`config.mk`:
```
export PLATFORM = sky130hd
export DESIGN_NAME = imem_boot_loader_flat
export DESIGN_NICKNAME = d
export VERILOG_FILES = /design/src/rtl/imem_boot_loader_if.sv /design/src/rtl/imem_boot_loader.sv /design/src/flat_wrapper.sv
export SDC_FILE = /design/constraint.sdc
export NUM_CORES = 1
export LEC_CHECK = 0
export ABC_AREA = 1
export BUFFER_PORTS_ARGS = -buffer_cell sky130_fd_sc_hd__buf_2
export CAP_MARGIN = 20
export CORE_UTILIZATION = 25
export DETAILED_ROUTE_END_ITERATION = 16
export SKIP_LAST_GASP = 1
export SYNTH_ARGS = -nofsm -noshare
export SYNTH_HDL_FRONTEND = slang
export SYNTH_SLANG_ARGS = --single-unit
```
`constraint.sdc`:
```
create_clock -name clk -period 2.6 [get_ports clk]
set_clock_uncertainty 0.1 [all_clocks]
set_input_delay 0.26 -clock clk [delete_from_list [all_inputs] [get_ports clk]]
set_output_delay 0.26 -clock clk [all_outputs]
set_load 0.005 [all_outputs]
```
`src/rtl/imem_boot_loader_if.sv`:
```
// imem_boot_loader_if: byte stream valid/ready channel feeding the boot loader
interface imem_boot_loader_if;
  logic [7:0] data;
  logic       valid;
  logic       ready;
  modport master(output data, valid, input ready);
  modport slave(input data, valid, output ready);
endinterface

```
`src/rtl/imem_boot_loader.sv`:
```
// imem_boot_loader: assembles a framed byte stream into imem words, checks XOR, releases the core
module imem_boot_loader #(
  parameter int         ADDR_W    = 10,
  parameter int         MAX_WORDS = 1024,
  parameter logic [7:0] SYNC_BYTE = 8'hA5
) (
  input  logic                 clk,
  input  logic                 reset,
  imem_boot_loader_if.slave    stream,
  output logic                 imem_we,
  output logic [ADDR_W-1:0]    imem_waddr,
  output logic [31:0]          imem_wdata,
  output logic                 core_run,
  output logic                 busy,
  output logic                 error,
  output logic [15:0]          words_loaded
);
  typedef enum logic [2:0] {IDLE, LEN_LO, LEN_HI, DATA, CHECK, DONE, ERROR} state_t;
  localparam logic [16:0] MAX = 17'(MAX_WORDS);
  state_t      state, state_next;
  logic [15:0] len;
  logic [15:0] n;
  logic [23:0] word;
  logic [7:0]  chk;
  logic [1:0]  byte_cnt;
  logic        xfer;
  logic        last_word;
  assign stream.ready = !(state == DONE || state == ERROR);
  assign busy         = !(state == IDLE || state == DONE || state == ERROR);
  assign xfer         = stream.valid && stream.ready;
  assign n            = {stream.data, len[7:0]};
  assign last_word    = (words_loaded + 16'd1) == len;
  always_comb begin
    state_next = state;
    if (xfer)
      case (state)
        IDLE:    state_next = stream.data == SYNC_BYTE ? LEN_LO : IDLE;
        LEN_LO:  state_next = LEN_HI;
        LEN_HI:  state_next = {1'b0, n} > MAX ? ERROR : n == 16'd0 ? CHECK : DATA;
        DATA:    state_next = byte_cnt == 2'd3 && last_word ? CHECK : DATA;
        CHECK:   state_next = stream.data == chk ? DONE : ERROR;
        default: state_next = state;
      endcase
  end
  always_ff @(posedge clk) begin
    if (!reset) begin
      state        <= IDLE;
      len          <= '0;
      word         <= '0;
      chk          <= '0;
      byte_cnt     <= '0;
      imem_we      <= 1'b0;
      imem_waddr   <= '0;
      imem_wdata   <= '0;
      core_run     <= 1'b0;
      error        <= 1'b0;
      words_loaded <= '0;
    end else begin
      state    <= state_next;
      imem_we  <= 1'b0;
      core_run <= state_next == DONE;
      error    <= state_next == ERROR;
      if (xfer && state == LEN_LO) len[7:0] <= stream.data;
      if (xfer && state == LEN_HI) len[15:8] <= stream.data;
      if (xfer && state == DATA) begin
        chk      <= chk ^ stream.data;
        byte_cnt <= byte_cnt + 2'd1;
        word     <= {stream.data, word[23:8]};
        // Fourth byte completes the word; first byte ends up in bits [7:0]
        if (byte_cnt == 2'd3) begin
          imem_we      <= 1'b1;
          imem_wdata   <= {stream.data, word};
          imem_waddr   <= words_loaded[ADDR_W-1:0];
          words_loaded <= words_loaded == 16'(MAX_WORDS) ? words_loaded : words_loaded + 16'd1;
        end
      end
    end
  end
endmodule

```
`src/flat_wrapper.sv`:
```
// flat-port wrapper written by rule: the top's interface ports become plain ports
module imem_boot_loader_flat 
#(
  parameter int         ADDR_W    = 10,
  parameter int         MAX_WORDS = 1024,
  parameter logic [7:0] SYNC_BYTE = 8'hA5
)
  (clk, reset, imem_we, imem_waddr, imem_wdata, core_run, busy, error, words_loaded, stream_data, stream_valid, stream_ready);
  imem_boot_loader_if stream_i ();
  input  logic clk;
  input  logic reset;
  output logic imem_we;
  output logic [ADDR_W-1:0] imem_waddr;
  output logic [31:0] imem_wdata;
  output logic core_run;
  output logic busy;
  output logic error;
  output logic [15:0] words_loaded;
  input wire logic [$bits(stream_i.data)-1:0] stream_data;
  input wire logic [$bits(stream_i.valid)-1:0] stream_valid;
  output wire logic [$bits(stream_i.ready)-1:0] stream_ready;
  assign stream_i.data = stream_data;
  assign stream_i.valid = stream_valid;
  assign stream_ready = stream_i.ready;
  imem_boot_loader #(.ADDR_W(ADDR_W), .MAX_WORDS(MAX_WORDS), .SYNC_BYTE(SYNC_BYTE)) u_core (.clk(clk), .reset(reset), .stream(stream_i), .imem_we(imem_we), .imem_waddr(imem_waddr), .imem_wdata(imem_wdata), .core_run(core_run), .busy(busy), .error(error), .words_loaded(words_loaded));
endmodule
```
After elaboration in Yosys (flattened, before gate mapping)
Cells that the tools add are included.
- register bits: 114
- bits of input ports: 11
- output and inout bits: 63
- logic and storage cells: 53
- add/subtract/negate cells: 2
- $lt $le $gt $ge: 1
- eq/ne operators: 13
- multiplexer cells: 8
- bitwise operators: 2
- reduce and logical (&&, ||, !) cells: 15
- operator list (kind ; count):
    adder 16 x 1 -> 16 bit, second input constant ; 1
    equality test 16 x 11 -> 1 bit, second input constant ; 1
    equality test 16 bit ; 1
    > comparator 16 x 11 -> 1 bit, second input constant ; 1
    zero test 16 bit ; 1
    equality test 3 bit, second input constant ; 5
    one-hot mux 3 bit (5 select lines) ; 1
    two-way mux 3 bit ; 4
    equality test 8 bit ; 1
    equality test 8 bit, second input constant ; 1
    XOR 8 bit ; 1
    equality test 3 x 2 -> 1 bit, second input constant ; 2
    logical AND 1 bit ; 5
    AND reduction 2 bit ; 2
    equality test 3 x 1 -> 1 bit, second input constant ; 1
    zero test 3 bit ; 1
    logical OR 1 bit ; 3
    AND reduction 3 bit ; 1
    adder 2 x 1 -> 2 bit, second input constant ; 1
    equality test 2 bit, second input constant ; 1
    zero test 1 bit ; 2
    two-way mux 1 bit ; 2
    two-way mux 2 bit ; 1
    inverter 1 bit ; 1

Depth between registers and ports, before layout
- depth after elaboration: 7
- gate-level depth with buffers: 17
- depth with buffers taken out: 17

Worst setup path after synthesis
OpenSTA, ideal clock, no wires.
- kind: register to register
- start: register u_core.words_loaded[0]
- end: register u_core.core_run
- setup time: 62 ps
- arrival time: 1786 ps
- data required time: 2438 ps
- slack: 652 ps
- cell stages (with the launch flop): 16
- path buffers: 0
- period minus slack after synthesis: 1948 ps
- cell sequence: dfxtp_1 > inv_2 > ha_1 > a21oi_1 > nand3_1 > nor2_1 > nand2_1 > nor2_1 > nand3_1 > nor2_1 > nand3_1 > nand2_1 > nand2_2 > nand2_2 > nand2_1 > nor2_2
- word-level cells in the longest chain between the ends: 7
- RTL lines (what ; RTL line ; RTL):
    start: declaration ; imem_boot_loader.sv:16 ; output logic [15:0] words_loaded
    start signal: assignment ; imem_boot_loader.sv:74 ; words_loaded <= words_loaded == 16'(MAX_WORDS) ? words_loaded : words_loaded + 16'd1;
    adder 16 x 1 -> 16 bit ; imem_boot_loader.sv:32 ; assign last_word = (words_loaded + 16'd1) == len;
    equality test 16 bit ; imem_boot_loader.sv:32 ;
    logical AND 1 bit ; imem_boot_loader.sv:40 ; DATA: state_next = byte_cnt == 2'd3 && last_word ? CHECK : DATA;
    two-way mux 3 bit ; imem_boot_loader.sv:40 ;
    one-hot mux 3 bit (5 select lines) ; imem_boot_loader.sv:36 ; case (state)
    two-way mux 3 bit ; imem_boot_loader.sv:35 ; if (xfer)
    equality test 3 bit ; imem_boot_loader.sv:61 ; core_run <= state_next == DONE;
    end signal: assignment ; imem_boot_loader.sv:55 ; core_run <= 1'b0;
    end signal: assignment ; imem_boot_loader.sv:61 ;
    end: declaration ; imem_boot_loader.sv:13 ; output logic core_run,
No other way between the ends.
A chain may end at the register's enable or synchronous reset.

Final worst setup path
- start: register u_core.words_loaded[0]
- end: register u_core.state[1]
- word-level cells in the longest chain between the ends: 6
- RTL lines (what ; RTL line ; RTL):
    adder 16 x 1 -> 16 bit ; imem_boot_loader.sv:32 ;
    equality test 16 bit ; imem_boot_loader.sv:32 ;
    logical AND 1 bit ; imem_boot_loader.sv:40 ;
    two-way mux 3 bit ; imem_boot_loader.sv:40 ;
    one-hot mux 3 bit (5 select lines) ; imem_boot_loader.sv:36 ;
    two-way mux 3 bit ; imem_boot_loader.sv:35 ;
    end signal: assignment ; imem_boot_loader.sv:59 ; state <= state_next;
    end: declaration ; imem_boot_loader.sv:20 ; state_t state, state_next;
No other way between the ends.

==> qor.csv <==
metric,value,unit
cp_num_buf_inv,2,
synth.distinct_cells,31,
h-tree-depth,4,
critPathTopFamily,simple AND/OR/NAND/NOR gates,
diodes,0,
row_count,51,
synthTopCellsByArea,"dfxtp_1, o21ai_0, a21oi_1, nand2_1, nand3_1",
finalSetupTns,0,ns
combinationalPowerShare,0.047,
wire_per_inst,13.1,um
syn-cell-area,4950,um2
drive_gt1_frac,0.175,
pin_count,74,
grt_pass1_vias,4255,
fin_ws,0.296,ns
cpMostUsedCell,nand2_1,
globalRouteOverflowTotal,0,
slowest_stage,dfxtp_1,
cts_root_buffer,clkbuf_16,
sw_frac_of_total,0.232,
nets,756,
start_util,0.254,
coreArea,19500,um2
outcome,"finished, final reports clean",
synth-seq-cells,114,
grtUsageTotal,0.136,
grt_pass1_wl,21500,um
grt_max_degree,101,
p_leak,2.57,nW
die_h,143,um
fin_crit,2.30,ns
die_w,143,um
io_buffers,73,
dpl.hpwl,9430,um
clock_sinks,114,
ys_seq_area_frac,0.461,
syn_area_per_cell,7.31,um2
ys_warn_count,0,
clockBufferDepth,2,
place_congestion,0.836,
syn-num-nets,691,
dr.first_iter.drc_count,271,
via_per_inst,4.46,
ir_drop,0.454,mV
p_seq_frac,0.423,
fin_cells,1020,
endpoint_kind,flip-flop,
fmax,0.434,GHz
critPathKind,reg -> reg,
final_antenna_net_count,0,
synth_top_area_frac,0.461,
drt-total-wl,13400,um
p_int,3.25,mW
crit_fanout,6,
first_pass_iters,5,
slew_headroom,0.628,
hold_class,in -> reg,
yosysTopAreaCell,dfxtp_1,
drc,0,
maxSlewViolCount,0,
required,2.79,ns
clkPwrFrac,0.529,
dieArea,20400,um2
hold_viol,0,
clock_latency,0.41,ns
setup_viol,0,
finalCritPeriodShare,0.886,
cts.hold.buffers_added,0,
start_kind,flip-flop,
slowest_delay,0.43,ns
cts_tree,built,
cp.arrival,2.50,ns
cp_cell_sequence,"inv_2, ha_1, a21oi_1, nand3_1, nor2_1, nand2_1, nor2_1, nand3_1, nor2_1, nand2_1, nand2_1, nand2_1, nand3_1, inv_1",
dp_slack,0.321,ns
clk_pin_slew,0.06,ns
worst_slew_pin_slew,0.554,ns
p_per_area,688,nW/um2
via_count,4545,
antenna_found_initial,1,
power.switching,0.984,mW
area_growth,24.2,%
numCtsBuffers,17,
post_cts_buffers,0,
dpl.cell_count,988,
synth_cells,677,
drv_cap,0,
grt_setup_unrepaired,no,
nFillCells,2099,
[final timing paths]
| kind | from | to | slack (ns) | depth (start not counted) |
|---|---|---|---|---|
| setup / recovery | u_core.words_loaded[0]$_SDFFE_PN0P_ | u_core.state[1]$_SDFF_PN0_ | 0.30 | 14 |
| hold / removal | stream_valid | u_core.len[11]$_SDFFE_PN0P_ | 0.08 | 3 |
| hold reg to reg | u_core.word[1]$_SDFFE_PN0P_ | u_core.word[1]$_SDFFE_PN0P_ | 0.35 | 2 |
| setup reg to reg | u_core.words_loaded[0]$_SDFFE_PN0P_ | u_core.state[1]$_SDFF_PN0_ | 0.30 | 14 |
[worst register-to-register path, stage by stage (launching register included)]
cell	delay [ns]
dfxtp_1	0.43
inv_2	0.11
ha_1	0.35
a21oi_1	0.16
nand3_1	0.08
nor2_1	0.11
nand2_1	0.06
nor2_1	0.10
nand3_1	0.10
nor2_1	0.19
nand2_1	0.08
nand2_1	0.07
nand2_1	0.07
nand3_1	0.11
inv_1	0.06
[placed cells by master, fill, tap and decap left out, types with 8 or more instances in the layout]
master,synthesis,final
nand4_1,11,11
clkbuf_16,0,17
dfxtp_1,114,114
buf_2,2,73
nand2_1,102,102
a21oi_1,85,85
nor2_1,51,51
o21ai_0,93,93
nand3_1,55,55
xnor2_1,8,8
inv_1,68,68
[state kept, by name (all words and copies together) (netlist names)]
register / flops
u_core.imem_wdata: 32
u_core.word: 24
u_core.len: 16
u_core.words_loaded: 16
u_core.imem_waddr: 10
u_core.chk: 8
u_core.state: 3
u_core.byte_cnt: 2
u_core.core_run: 1
u_core.error: 1
u_core.imem_we: 1
[logic make-up (layout without fill, tap and decap cells)]
logic type	after synthesis	after routing	synth area share
AND/OR/NAND/NOR	251	251	0.232
buffers and inverters	107	185	0.0819
AO/OA/AOI/OAI	191	191	0.195
flip-flops	114	114	0.461
XOR/XNOR	11	11	0.0225
adder cells (fa/ha/maj)	3	3	0.00758
[per-layer routing]
layer,vias up,GRT usage,wire length [um]
li1,2381,-,-
met1,2086,0.167,6230
met2,65,0.232,6510
met3,13,0.0352,509
met4,0,0.0407,143
met5,-,0,0
[power by group through the flow]
stage | clock network [mW] | registers (mW) | logic, mW
3_5_place_dp | 0 | 1.83 | 0.200
6_report | 2.24 | 1.79 | 0.200
3_3_place_gp | 0 | 1.83 | 0.198
2_1_floorplan | 0 | 1.82 | 0.136
5_1_grt | 2.36 | 1.79 | 0.226
4_1_cts | 2.28 | 1.79 | 0.201
[through the flow]
step	hold slack (ns)	util	power, mW	area (um2)
after global placement	0.345	0.286	2.03	5580
after CTS	0.0647	0.316	4.27	6150
after detailed placement	0.348	0.286	2.03	5580
after global routing	0.110	0.316	4.38	6150
final	0.0797	0.316	4.23	6150
after floorplan	0.308	-	1.96	4950
[repair_timing]
item                                   4_1_cts  5_1_grt
gates resized for setup                      0        1
endpoints found under the hold margin        0        0
setup endpoints to repair                    0        2
[synth_stat cells, drive strengths merged]
library cell and n:
dfxtp 114, nand2 108, o21ai 99, a21oi 85, inv 72, nor2 62
nand3 56, clkbuf 27, nand4 11, xnor2 8, nor4 6, a31oi 5
buf 5, nor3 5, clkinv 3, ha 3, nand3b 2, xor2 2
a211oi 1, a21o 1, or2 1, xor3 1
[area by class of cell]
class | count | area, um2 | share of cell area
clock inverter | 12 | 135 | 0.0220
inverter | 75 | 285 | 0.0464
timing repair buffer | 78 | 415 | 0.0675
clock buffer | 20 | 437 | 0.0710
sequential | 114 | 2280 | 0.371
tap | 265 | 332 | 0.0539
multi-input combinational | 456 | 2260 | 0.368
Note: power is estimated with default switching activity, not from simulation.
